<file path="config.mk">
export PLATFORM = sky130hd
export DESIGN_NAME = debug_unit_transmit
export DESIGN_NICKNAME = d
export VERILOG_FILES = /design/src/rtl/debug_unit_transmit.sv
export SDC_FILE = /design/constraint.sdc
export NUM_CORES = 1
export LEC_CHECK = 0
export ABC_AREA = 0
export BUFFER_PORTS_ARGS = -buffer_cell sky130_fd_sc_hd__buf_2
export CORE_AREA = 2 2 156 173
export DETAILED_ROUTE_END_ITERATION = 8
export DIE_AREA = 0 0 158 175
export GPL_ROUTABILITY_DRIVEN = 0
export GPL_TIMING_DRIVEN = 1
export HOLD_SLACK_MARGIN = 0.12
export SYNTH_ARGS = -nofsm -noshare
export SYNTH_HDL_FRONTEND = slang
export SYNTH_SLANG_ARGS = --single-unit
export TNS_END_PERCENT = 10
</file>
<file path="constraint.sdc">
create_clock -name i_clock -period 2.2 [get_ports i_clock]
set_input_delay 0.22 -clock i_clock [delete_from_list [all_inputs] [get_ports i_clock]]
set_output_delay 0.22 -clock i_clock [all_outputs]
set_load 0.01 [all_outputs]
</file>
<file path="src/rtl/debug_unit_transmit.sv">
// Debug unit transmitter: on a trigger, snapshots PC and cycle count, then
// streams a frame over the UART byte interface. The frame is header 0xAA,
// PC, cycle count, all registers, then N_MEM_WORDS data-memory words, with
// each word sent MSB first.
module debug_unit_transmit #(
  parameter int N_BITS       = 8,
  parameter int N_BITS_REG   = 5,
  parameter int N_BITS_INSTR = 32,
  parameter int N_MEM_WORDS  = 32,
  parameter int NB_STATE     = 3
) (
  input  logic                    i_clock,
  input  logic                    i_reset,
  input  logic                    i_send,
  input  logic [N_BITS_INSTR-1:0] i_pc,
  input  logic [N_BITS_INSTR-1:0] i_cycle_count,
  output logic [N_BITS_REG-1:0]   o_reg_addr,
  input  logic [N_BITS_INSTR-1:0] i_reg_data,
  output logic [4:0]              o_mem_addr,
  input  logic [N_BITS_INSTR-1:0] i_mem_data,
  output logic [N_BITS-1:0]       o_tx_data,
  output logic                    o_tx_start,
  input  logic                    i_tx_done,
  output logic                    o_busy,
  output logic                    o_done,
  output logic [NB_STATE-1:0]     o_state
);

  localparam int N_BITS_MEM = 5;
  localparam int NUM_REGS   = 2 ** N_BITS_REG;

  // Word index layout: 0 = PC, 1 = cycle count, then registers, then memory.
  localparam logic [6:0] REG_BASE  = 7'd2;
  localparam logic [6:0] MEM_BASE  = 7'(2 + NUM_REGS);
  localparam logic [6:0] LAST_WORD = 7'(2 + NUM_REGS + N_MEM_WORDS - 1);

  typedef enum logic [2:0] {
    IDLE   = 3'b000,
    HEADER = 3'b001,
    FETCH  = 3'b010,
    LATCH  = 3'b011,
    SEND   = 3'b100,
    WAIT   = 3'b101,
    DONE   = 3'b110
  } state_t;

  state_t                  state;
  logic [6:0]              word_idx;
  logic [6:0]              next_idx;
  logic [1:0]              byte_cnt;
  logic                    header_word;
  logic [N_BITS_INSTR-1:0] pc_snap;
  logic [N_BITS_INSTR-1:0] count_snap;
  logic [N_BITS_INSTR-1:0] buffer;

  function automatic logic is_reg_word(input logic [6:0] idx);
    return (idx >= REG_BASE) && (idx < MEM_BASE);
  endfunction

  function automatic logic is_mem_word(input logic [6:0] idx);
    return idx >= MEM_BASE;
  endfunction

  function automatic logic [N_BITS_REG-1:0] reg_offset(input logic [6:0] idx);
    return N_BITS_REG'(idx - REG_BASE);
  endfunction

  function automatic logic [N_BITS_MEM-1:0] mem_offset(input logic [6:0] idx);
    return N_BITS_MEM'(idx - MEM_BASE);
  endfunction

  assign next_idx = word_idx + 7'd1;
  assign o_state  = NB_STATE'(state);

  // Frame sequencer: addresses are presented on entry to FETCH so that
  // synchronous-read storage has data ready by the time LATCH captures it.
  always_ff @(posedge i_clock) begin
    if (i_reset) begin
      state       <= IDLE;
      word_idx    <= '0;
      byte_cnt    <= '0;
      header_word <= 1'b0;
      pc_snap     <= '0;
      count_snap  <= '0;
      buffer      <= '0;
      o_reg_addr  <= '0;
      o_mem_addr  <= '0;
      o_tx_data   <= '0;
      o_tx_start  <= 1'b0;
      o_busy      <= 1'b0;
      o_done      <= 1'b0;
    end else begin
      o_tx_start <= 1'b0;
      o_done     <= 1'b0;
      case (state)
        IDLE: begin
          if (i_send) begin
            pc_snap    <= i_pc;
            count_snap <= i_cycle_count;
            word_idx   <= '0;
            byte_cnt   <= '0;
            o_busy     <= 1'b1;
            state      <= HEADER;
          end
        end
        HEADER: begin
          buffer      <= {N_BITS'(8'hAA), {(N_BITS_INSTR - N_BITS){1'b0}}};
          header_word <= 1'b1;
          byte_cnt    <= '0;
          state       <= SEND;
        end
        FETCH: begin
          if (is_reg_word(word_idx)) o_reg_addr <= reg_offset(word_idx);
          if (is_mem_word(word_idx)) o_mem_addr <= mem_offset(word_idx);
          state <= LATCH;
        end
        LATCH: begin
          if (word_idx == 7'd0)           buffer <= pc_snap;
          else if (word_idx == 7'd1)      buffer <= count_snap;
          else if (is_reg_word(word_idx)) buffer <= i_reg_data;
          else                            buffer <= i_mem_data;
          byte_cnt <= '0;
          state    <= SEND;
        end
        SEND: begin
          o_tx_data  <= buffer[N_BITS_INSTR-1 -: N_BITS];
          o_tx_start <= 1'b1;
          state      <= WAIT;
        end
        WAIT: begin
          if (i_tx_done) begin
            buffer   <= buffer << N_BITS;
            byte_cnt <= byte_cnt + 2'd1;
            if (header_word) begin
              header_word <= 1'b0;
              state       <= FETCH;
            end else if (byte_cnt != 2'd3) begin
              state <= SEND;
            end else if (word_idx != LAST_WORD) begin
              word_idx <= next_idx;
              if (is_reg_word(next_idx)) o_reg_addr <= reg_offset(next_idx);
              if (is_mem_word(next_idx)) o_mem_addr <= mem_offset(next_idx);
              state <= FETCH;
            end else begin
              state <= DONE;
            end
          end
        end
        DONE: begin
          o_done <= 1'b1;
          o_busy <= 1'b0;
          state  <= IDLE;
        end
        default: begin
          o_busy <= 1'b0;
          state  <= IDLE;
        end
      endcase
    end
  end

endmodule

</file>
; ---- Word-level counts from Yosys, hierarchy flattened
; Cells that the tools add are included.
[classes]
n_addsub = 6
multipliers = 0
n_div = 0
order_cmp = 6
eq_ne = 18
n_shift = 0
mux = 40
n_bitwise = 1
reduce_logical = 20
[ops]
columns = op, count
row1 = 32-bit two-way mux, 4
row2 = 32-bit case mux with 3 select lines, 1
row3 = 5-bit two-way mux, 12
row4 = 7-bit two-way mux, 5
row5 = "2-bit inequality test, second input constant", 10
row6 = 5-bit case mux with 2 select lines, 2
row7 = "5-bit by 2-bit subtractor with 5-bit output, second input constant", 4
row8 = 3-bit two-way mux, 5
row9 = 3-bit case mux with 5 select lines, 1
row10 = "7-bit by 2-bit >= comparator with 1-bit output, second input constant", 2
row11 = "7-bit by 6-bit >= comparator with 1-bit output, second input constant", 2
row12 = "7-bit by 6-bit less-than comparator with 1-bit output, second input constant", 2
row13 = 7-bit case mux with 2 select lines, 1
row14 = 7-bit AND reduction, 2
row15 = 2-bit AND reduction, 5
row16 = "3-bit == test, second input constant", 3
row17 = "7-bit by 1-bit adder with 7-bit output, second input constant", 1
row18 = "7-bit by 1-bit == test with 1-bit output, second input constant", 1
row19 = 7-bit zero test, 1
row20 = "7-bit inequality test, second input constant", 1
row21 = "3-bit by 2-bit == test with 1-bit output, second input constant", 2
row22 = 2-bit case mux with 3 select lines, 1
row23 = 6-bit AND reduction, 1
row24 = 2-bit nonzero test, 3
row25 = 12 further kinds, 19
[word_totals]
regBits = 130
latchBits = 0
mem_bits_rw = 0
romBits = 0
out_inout_bits = 24
word_cells = 104
mem_count = 0

; ---- Logic depth before layout (Yosys ltp)
; Gate-level depths: netlist of run 1.
[logic_depth]
word_depth = 9
ltp_mapped = 12

; ---- Least setup slack after synthesis of run 1
; OpenSTA, ideal clock, no wires.
[synth_path]
kind = reg2reg
from = reg state[0] (netlist: o_state[0])
to = reg o_mem_addr[3]
setup_ns = 0.076
arrival_time_ns = 2.234
required_time_ns = 2.124
path_slack_ns = -0.110
stages_incl_launch_ff = 13
n_path_buf = 2
synth_period_minus_slack_ns = 2.310
path_cell_list = dfxtp_1 > buf_2 > nand3b_1 > inv_1 > clkbuf_1 > nand2_1 > xor2_1 > ha_1 > xor2_1 > or3_1 > a21oi_1 > nand2_1 > o21ai_0
[synth_via]
elab_chain_len = 3
[synth_rtl]
columns = item, line_no
row1 = "start, declared", 47  ; state_t state;
row2 = "start signal, assigned", 79  ; state <= IDLE;
row3 = "start signal, assigned", 103  ; state <= HEADER;
row4 = "start signal, assigned", 110  ; state <= SEND;
row5 = 3-bit == test / 3-bit by 2-bit == test with 1-bit output (equally long branches), 95  ; case (state)
row6 = 2-bit inequality test (no source line) / 2-bit nonzero test (equally long branches), n/a
row7 = 7-bit AND reduction (no source line), n/a
row8 = "end signal, assigned", 114  ; if (is_mem_word(word_idx)) o_mem_addr <= mem_offset(word_idx);
row9 = "end signal, assigned", 142  ; if (is_mem_word(next_idx)) o_mem_addr <= mem_offset(next_idx);
row10 = "end, declared", 19  ; output logic [4:0] o_mem_addr,
; Parallel ways exist; a longest one is shown, timed or not.
; A chain may end at the register's enable or synchronous reset.

; ---- Final worst setup path of run 1
[layout_path]
from = reg word_idx[4]
to = reg o_reg_addr[0]
[layout_via]
elab_chain_len = 5
[layout_rtl]
columns = item, line_no
row1 = "start, declared", 48  ; logic [6:0] word_idx;
row2 = "start signal, assigned", 140  ; word_idx <= next_idx;
row3 = 7-bit by 1-bit adder with 7-bit output, 72  ; assign next_idx = word_idx + 7'd1;
row4 = 7-bit by 2-bit >= comparator with 1-bit output / 7-bit by 6-bit less-than comparator with 1-bit output (equally long branches), 57  ; return (idx >= REG_BASE) && (idx < MEM_BASE);
row5 = 1-bit logical AND, 57
row6 = 2-bit inequality test (no source line), n/a
row7 = 7-bit AND reduction (no source line) *, n/a
row8 = "end signal, assigned", 113  ; if (is_reg_word(word_idx)) o_reg_addr <= reg_offset(word_idx);
row9 = "end signal, assigned", 141  ; if (is_reg_word(next_idx)) o_reg_addr <= reg_offset(next_idx);
row10 = "end, declared", 17  ; output logic [N_BITS_REG-1:0] o_reg_addr,
; Mark *: on every way between the ends. The rest lies on a longest branch, timed or not.

==> out/qor.yml, run 1 <==
cpLargestDelayFamily: "compound AO/OA/AOI/OAI gates"
antenna_cells: 0
cts_tree: "yes"
placed_area_mm2: 0.007543
period_share_pct: 99.04
async_reset_ff_share_pct: 0
vias: 6329
clockRootBuffer: "clkbuf_16"
slew_violations: 0
rsz0062_at_grt: "yes"
grt_pass1_wl_mm: 32.06
worstRegToRegCells: 7
io_buffer_count: 155
cp_slowest_cell: "or4_4"
synth_area_mm2: 0.006145
critical_path_depth: 7
synthSimpleGateAreaFrac_pct: 19.83
detail_route.wl_per_cell_um: 14.87
status: "finished clean"
synth_cell_types: 53
muxShareOfSynthArea_pct: 6.577
initial_utilization_pct: 23.72
die_h_um: 175
grt.total_usage_pct: 14.85
synth_compound_area_share_pct: 24.27
layout_min_cycle_time_ns: 2.179
crit_start: "word_idx[4]"
rrSetupSlack_ns: 0.02
synth_top_cell_by_area: "dfxtp_1"
cp_max_fo: 3
vdd_drop_max_mv: 0.6486
finalInstanceArea_mm2: 0.008865
synth_flop_cell: "dfxtp_1"
drive_gt1_share_pct: 26.65
yosysMostFrequentCell: "nand2_1"
r2r-start: "word_idx[4]"
worstPathRequired_ns: 2.51
area_delta_synth_final_pct: 44.27
tightest_slew_ns: 0.6579
synth_fa_ha_area_share_pct: 1.629
htree_levels: 4
crit-reg2reg-capture: "o_reg_addr[0]"
syn-instance-count: 767
fmax_mhz: 458.9
gr-total-overflow: 0
nets: 1141
first_pass_iters: 4
ys_top_cells_by_count: "nand2_1 (184), dfxtp_1 (130), a21oi_1 (95)"
ant_nets: 0
io_pins: 156
critPathKind: "flop to flop"
synth_seq_cells: 130
tritoncts.num_buffers: 17
clk_path_buf_depth: 2
wl_mm: 20.30
drc: 0
synth-seq-area-share_pct: 42.35
worstPathArrival_ns: 2.49
timing.slew.headroom_pct: 56.14
cap_violations: 0
cp-endpoint: "o_reg_addr[0]"
grt_max_degree: 64
power_leakage_nw: 3.927
avgSynthCellArea_um2: 8.011
cts_num_sinks: 130
skew_ns: 0.01359
dp_hpwl_mm: 14.69
coreArea_mm2: 0.02591
crit_chain: "buf_4 -> or4_4 -> o211ai_4 -> nor2b_1 -> a221o_1 -> a211o_1 -> mux2_4"
cts.clk_slew.worst_paths_ns: 0.06
final-hold-violation-count: 0
syn-num-nets: 907
insertion_delay_ns: 0.43
first_global_vias: 6200
viasPerCell: 4.637
synth_xor_area_share_pct: 0.8552
drt-initial-drc-count: 420
power_density_mw_per_mm2: 762.4
yosys_warnings: 0
finalSetupViolations: 0
endpoint_kind: "flop"
power_mw: 6.758
synth_top_area_share_pct: 42.35
antenna_found_initial: 0
synth_edf_count: 0
synthTopCellsByArea: "dfxtp_1 (42%), nand2_1 (11%), a21oi_1 (7.7%), mux2i_1 (6.0%), nor2_1 (3.4%)"
hold_slack_ns: 0.1338
hold_path_class: "input pin to flop"
synth_top_family_by_area: "compound AO/OA/AOI/OAI gates"
cp_num_buf_inv: 1
critPathLaunchType: "flop"
std_cell_rows: 62
slowest_delay_ns: 0.43
die-area_mm2: 0.02765
fp.dieW_um: 158
[area by class of cell]
cell class / count / area [um^2]
Tap cell: 352 / 440.4
Sequential cell: 130 / 2613
Fill cell: 2813 / 17050
Clock inverter: 13 / 160.2
Multi-Input combinational cell: 571 / 3324
Inverter: 6 / 22.52
Timing Repair Buffer: 275 / 1866
Clock buffer: 18 / 439.2
[cell families after synthesis]
group,Yosys count
AND/OR/NAND/NOR,291
adder cells (fa/ha/maj),8
multiplexers,40
flip-flops,130
AO/OA/AOI/OAI,226
buffers and inverters,66
XOR/XNOR,6
[stage by stage]
step           setup slack (ns)  std cells  util (%)   TNS [ns]
2_1_floorplan          0.004089        767         -          0
3_3_place_gp            -0.1411       1269     29.11    -0.4071
3_5_place_dp            -0.1725       1269     29.11     -1.331
4_1_cts               -0.004985       1364     34.06  -0.004985
5_1_grt                -0.04466       1365     34.21    -0.4525
6_report                0.02104       1365     34.21          0
[sequential cells by signal, indices dropped and copies added, names as in the netlist, 3 cells and up]
name,cells
count_snap,32
pc_snap,32
o_tx_data,8
o_mem_addr,5
o_state,3
word_idx,7
buffer,32
o_reg_addr,5
[worst min path at each step]
| stage | start | end | slack (ns) | cells past startpoint |
|---|---|---|---|---|
| final | i_pc[23] | pc_snap[23] | 0.13 | 3 |
| after global routing | i_pc[23] | pc_snap[23] | 0.13 | 3 |
| after CTS | i_pc[23] | pc_snap[23] | 0.12 | 3 |
| after detailed placement | buffer[2] | buffer[2] | 0.44 | 1 |
| after global placement | buffer[5] | buffer[5] | 0.43 | 1 |
| after floorplan | i_cycle_count[25] | count_snap[25] | 0.36 | 2 |
[cell usage in the layout, fill, tap and decap left out, types with 3 or more instances in the layout]
master / count
nand2b_1: 8
mux2i_1: 36
nand2_1: 183
nor2b_1: 5
a21o_1: 8
buf_2: 154
a221oi_1: 20
dfxtp_1: 126
clkbuf_16: 17
o21ai_0: 20
nor2_1: 55
o211ai_1: 21
nor3_1: 10
ha_1: 8
a211o_1: 6
buf_4: 55
and3_1: 3
a21oi_1: 94
bufinv_16: 3
clkinv_2: 4
o21ai_1: 3
xor2_1: 3
o221ai_1: 7
dlygate4sd3_1: 63
a31oi_1: 6
inv_1: 6
nand3_1: 7
a211oi_1: 26
[worst min-delay path: cells and delay by family]
kind            cells  cell delay (ns)
buf+inv             1             0.11
compound gates      1             0.07
simple gates        1             0.10
[report_power, final]
part | leakage, nW | internal [mW] | switching, mW
clock network | 0.292 | 1.81 | 1.09
logic | 2.57 | 0.513 | 0.660
registers | 1.06 | 2.56 | 0.127
total | 3.93 | 4.88 | 1.88
[metal layers]
metal | routed length [um] | share of wire (%) | vias to the layer above | global-route usage, %
li1 | - | - | 3186 | -
met3 | 862 | 4.2 | 33 | 2.827
met5 | 0 | 0 | - | 0
met4 | 474 | 2.3 | 0 | 5.480
met1 | 9170 | 45 | 2937 | 19.27
met2 | 9795 | 48 | 173 | 24.40
[what timing repair did]
item / 4_1_cts / 5_1_grt
setup endpoints to repair: 35 / 23
endpoints found under the hold margin: 63 / 0
pin swaps: 3 / 5
hold buffers: 63 / 0
resized for setup: 13 / 10
cloned: 0 / 0
setup buffers: 1 / 1
No activity file was read; power rests on OpenSTA's default activity.
==> run 2: changes to the inputs <==
--- a/config.mk
+++ b/config.mk
@@ -8,6 +8,7 @@
 export ABC_AREA = 0
 export BUFFER_PORTS_ARGS = -buffer_cell sky130_fd_sc_hd__buf_2
 export CORE_AREA = 2 2 156 173
+export CTS_BUF_LIST = sky130_fd_sc_hd__clkbuf_2
 export DETAILED_ROUTE_END_ITERATION = 8
 export DIE_AREA = 0 0 158 175
 export GPL_ROUTABILITY_DRIVEN = 0
==> run 2 against run 1 <==
Net effect: combinational power grew 11%; cell area grew 4.4%; die area unchanged; critical endpoint is now buffer[28].
==> out/qor.yml, run 2 (same netlist as run 1, synthesis figures left out) <==
switching_share_pct: 31.99
status: "finished clean"
worstRegToRegCells: 9
ant_nets: 0
reg_top3: "buffer (32), count_snap (32), pc_snap (32)"
min_from: "i_pc[28]"
nets: 1214
die_h_um: 175
initial_utilization_pct: 23.72
timing.slew.headroom_pct: 53.65
drc: 0
skew_ns: 0.04110
htree_levels: 4
rsz0062_at_grt: "yes"
seqPwrFrac_pct: 48.4
fp.dieW_um: 158
rrSetupSlack_ns: 0.02
finalWorstSetupSlack_ns: 0.01689
vdd_drop_max_mv: 0.3191
grt_pass1_wl_mm: 34.92
clk_path_buf_depth: 2
tightest_slew_ns: 0.6953
period_share_pct: 99.23
dp_slack_ns: -0.1725
std_cell_rows: 62
io_pins: 156
pwr-share-comb_pct: 23.3
critPathKind: "flop to flop"
grt_max_degree: 64
critPathLaunchType: "flop"
power_density_mw_per_mm2: 601.2
dp_hpwl_mm: 14.69
worstPathArrival_ns: 2.82
hold_slack_ns: 0.2430
placed_area_mm2: 0.007543
gr-total-overflow: 0
tritoncts.num_buffers: 17
cts_tree: "yes"
hold_path_class: "input pin to flop"
io_buffer_count: 155
detail_route.wl_per_cell_um: 15.69
viasPerCell: 4.746
antenna_found_initial: 2
insertion_delay_ns: 0.72
fmax_mhz: 458.1
cp_max_fo: 8
layout_min_cycle_time_ns: 2.183
finalSetupViolations: 0
worstPathRequired_ns: 2.84
first_pass_iters: 5
endpoint_kind: "flop"
cap_violations: 0
power_leakage_nw: 4.080
final-hold-violation-count: 0
power_mw: 5.566
die-area_mm2: 0.02765
drive_gt1_share_pct: 25.05
final_common_cell: "nand2_1"
min_delay_path_depth: 4
r2r-start: "word_idx[1]"
finalInstanceArea_mm2: 0.009258
clockRootBuffer: "clkbuf_2"
min_to: "pc_snap[28]"
area_delta_synth_final_pct: 50.66
coreArea_mm2: 0.02591
first_global_vias: 6793
p_int_mw: 3.786
mostFrequentLayoutCells: "nand2_1 (183), buf_2 (154), dlygate4sd3_1 (131), dfxtp_1 (125), a21oi_1 (95)"
grt.total_usage_pct: 16.19
wl_mm: 22.61
crit-reg2reg-capture: "buffer[28]"
drt-initial-drc-count: 423
vias: 6839
p_sw_mw: 1.780
cts.clk_slew.worst_paths_ns: 0.22
slew_violations: 0
clock_power_share_pct: 28.3
cts_num_sinks: 130
[run 2: changes by cell type in the layout (fill, tap and decap cells not counted), sizes merged]
| cell | previous run | this run |
|---|---|---|
| buf | 212 | 216 |
| clkinv | 6 | 7 |
| diode | 0 | 3 |
| dlygate4sd3 | 63 | 131 |
[run 2: worst max-delay path: stages, from the launching register on]
cell      delay, ns
dfxtp_4        0.41
or4_1          0.57
o211ai_4       0.24
buf_4          0.16
buf_12         0.13
buf_4          0.11
mux2i_1        0.17
nand2_1        0.07
o211ai_1       0.13
a211oi_1       0.11
[run 2: power by group through the flow]
| stage | Clock, mW | Sequential, mW | Combinational [mW] |
|---|---|---|---|
| after global placement | 0 | 2.74 | 1.08 |
| after global routing | 1.71 | 2.72 | 1.43 |
| after detailed placement | 0 | 2.74 | 1.09 |
| after floorplan | 0 | 2.71 | 0.656 |
| final | 1.57 | 2.69 | 1.30 |
| after CTS | 1.60 | 2.69 | 1.27 |
[run 2: what timing repair did]
item	4_1_cts	5_1_grt
endpoints found under the hold margin	123	0
endpoints found under the setup margin	31	28
buffers inserted	0	6
pin swaps	0	1
gates cloned	0	1
hold buffers	131	0
gates resized for setup	8	14
[run 2: worst max path at each step]
stage | start | end | slack, ns | cells after the start
2_1_floorplan | word_idx[1] | o_reg_addr[0] | 0.004 | 7
6_report | word_idx[1] | buffer[28] | 0.02 | 9
3_3_place_gp | word_idx[1] | buffer[15] | -0.14 | 7
5_1_grt | word_idx[0] | buffer[28] | -0.06 | 11
3_5_place_dp | word_idx[1] | buffer[15] | -0.17 | 7
4_1_cts | word_idx[1] | o_reg_addr[0] | -0.03 | 6
[run 2: layout make-up]
| type | count | area, um^2 |
|---|---|---|
| antenna | 3 | 7.507 |
| clock buffer | 17 | 85.08 |
| clock inverter | 14 | 163.9 |
| fill | 2729 | 16650 |
| inverter | 6 | 22.52 |
| multi-input combinational | 571 | 3326 |
| sequential | 130 | 2611 |
| tap | 352 | 440.4 |
| timing repair buffer | 348 | 2601 |
[run 2: stage by stage]
step                      utilization, %  TNS [ns]  std cells
after detailed placement           29.11    -1.331       1269
final                              35.73         0       1441
after floorplan                        -         0        767
after global placement             29.11   -0.4071       1269
after global routing               35.72   -0.5482       1440
after CTS                          35.28  -0.05695       1431
[run 2: routing by layer]
metal  share of wire, %  GRT usage, %  vias to the layer above
li1                   -             -                     3337
met1                 42         19.91                     3198
met2                 50         27.74                      262
met3                5.5         3.299                       42
met4                2.3         5.931                        0
met5                  0             0                        -
==> run 3: changes to the inputs <==
--- a/config.mk
+++ b/config.mk
@@ -14,6 +14,7 @@
 export GPL_ROUTABILITY_DRIVEN = 0
 export GPL_TIMING_DRIVEN = 1
 export HOLD_SLACK_MARGIN = 0.12
+export MAX_ROUTING_LAYER = met4
 export SYNTH_ARGS = -nofsm -noshare
 export SYNTH_HDL_FRONTEND = slang
 export SYNTH_SLANG_ARGS = --single-unit
==> run 3 against run 2 <==
Net effect: die area is the same; setup slack lost 0.030 ns; critical endpoint is now o_reg_addr[3]; maximum frequency shrank 1.4%; clock skew grew 0.0015 ns; worst hold slack gained 0.0040 ns; routed wire length shrank 1.1%; the flow now finishes with violations (setup timing); clock-buffer cell count is the same; critical path type unchanged.
==> out/qor.yml, run 3 (same netlist as run 1, synthesis figures left out) <==
status: "finished, violations left"
violations: "setup timing"
rsz0062_at_grt: "yes"
post_cts_buffers: 0
first_pass_iters: 5
worstPathArrival_ns: 2.85
crit_chain: "o41ai_4 -> o211ai_4 -> nor2b_4 -> a221o_1 -> a211o_1 -> mux2_1"
tightest_slew_ns: 0.6853
critPathLaunchType: "flop"
drc: 0
antenna_found_initial: 2
mostFrequentLayoutCells: "nand2_1 (183), buf_2 (154), dlygate4sd3_1 (131), dfxtp_1 (125), a21oi_1 (95)"
cp_max_fo: 4
wl_mm: 22.36
clk_path_buf_depth: 2
finalWorstSetupSlack_ns: -0.01323
layout_min_cycle_time_ns: 2.213
io_pins: 156
nets: 1207
power_density_mw_per_mm2: 605.5
skew_ns: 0.04262
final_common_cell: "nand2_1"
hold_path_class: "input pin to flop"
final-hold-violation-count: 0
drt-initial-drc-count: 448
coreArea_mm2: 0.02591
die-area_mm2: 0.02765
endpoint_kind: "flop"
cpLargestDelayFamily: "compound AO/OA/AOI/OAI gates"
slew_violations: 0
cap_violations: 0
critPathKind: "flop to flop"
cts.clk_slew.worst_paths_ns: 0.22
finalSetupViolations: 2
reg_top3: "buffer (32), count_snap (32), pc_snap (32)"
htree_levels: 4
vdd_drop_max_mv: 0.3159
grt.total_usage_pct: 16.68
first_global_vias: 6773
detail_route.wl_per_cell_um: 15.60
io_buffer_count: 155
grt_pass1_wl_mm: 35.00
timing.slew.headroom_pct: 54.31
clockRootBuffer: "clkbuf_2"
gr-total-overflow: 0
initial_utilization_pct: 23.72
cp_slowest_cell: "o41ai_4"
slowest_delay_ns: 0.42
fin_util_pct: 35.46
power_mw: 5.564
period_share_pct: 100.6
n_fill_cell: 2742
regArea_mm2: 0.002614
insertion_delay_ns: 0.72
cts_num_sinks: 130
cp_num_buf_inv: 0
fp.dieW_um: 158
drive_gt1_share_pct: 24.75
vias: 6765
grt_max_degree: 64
die_h_um: 175
cts_tree: "yes"
std_cell_rows: 62
viasPerCell: 4.718
power_leakage_nw: 4.052
dp_hpwl_mm: 14.69
tritoncts.num_buffers: 17
multi_input_area_mm2: 0.003324
area_delta_synth_final_pct: 49.54
fmax_mhz: 451.8
ant_nets: 0
worstPathRequired_ns: 2.84
==> run 3: path summary, 6_finish.rpt <==
check / start / endpoint / slack, ns / cells after the start
hold / removal: i_pc[28] / pc_snap[28] / 0.25 / 4
setup / recovery: word_idx[4] / o_reg_addr[3] / -0.01 / 6
hold reg to reg: count_snap[27] / count_snap[27] / 0.46 / 2
setup reg to reg: word_idx[4] / o_reg_addr[3] / -0.01 / 6
==> run 3: report_power, final <==
group	internal (mW)	switching [mW]
registers	2.56	0.128
logic	0.594	0.700
clock network	0.626	0.953
==> run 3: final cells by class <==
type                            instances  area share (%)
Antenna cell                            3         0.08170
Clock buffer                           17          0.9259
Clock inverter                         14           1.784
Inverter                                6          0.2451
Multi-Input combinational cell        571           36.18
Sequential cell                       130           28.45
Tap cell                              352           4.793
Timing Repair Buffer                  341           27.55
==> run 3: what timing repair did <==
item	CTS	global route
hold buffers	131	0
resized for setup	8	16
pin swaps	0	4
hold endpoints to repair	123	0
endpoints found under the setup margin	31	28
==> run 3: per-stage QoR <==
step / TNS (ns) / instance area, um^2 / hold slack, ns / setup slack [ns] / instances
CTS: -0.05695 / 9141 / 0.1940 / -0.02765 / 1431
floorplan: 0 / 6148 / 0.3560 / 0.004089 / 767
global placement: -0.4071 / 7543 / 0.4333 / -0.1411 / 1269
finish: -0.02246 / 9189 / 0.2470 / -0.01323 / 1434
detailed placement: -1.331 / 7543 / 0.4441 / -0.1725 / 1269
global route: -0.4748 / 9186 / 0.1824 / -0.06545 / 1433
==> run 3: metal layers <==
metal  vias to the layer above  GRT usage (%)  wire, um
li1                       3315              -         -
met1                      3186          20.23      9722
met2                       225          27.72     11150
met3                        39          2.976      1009
met4                         0          5.856       486
met5                         -              -         0
==> run 3: worst reg2reg max path, cell delays in order (launching register included) <==
cell and delay (ns):
dfxtp_4 0.40, o41ai_4 0.42, o211ai_4 0.18, nor2b_4 0.16, a221o_1 0.32, a211o_1 0.35
mux2_1 0.32
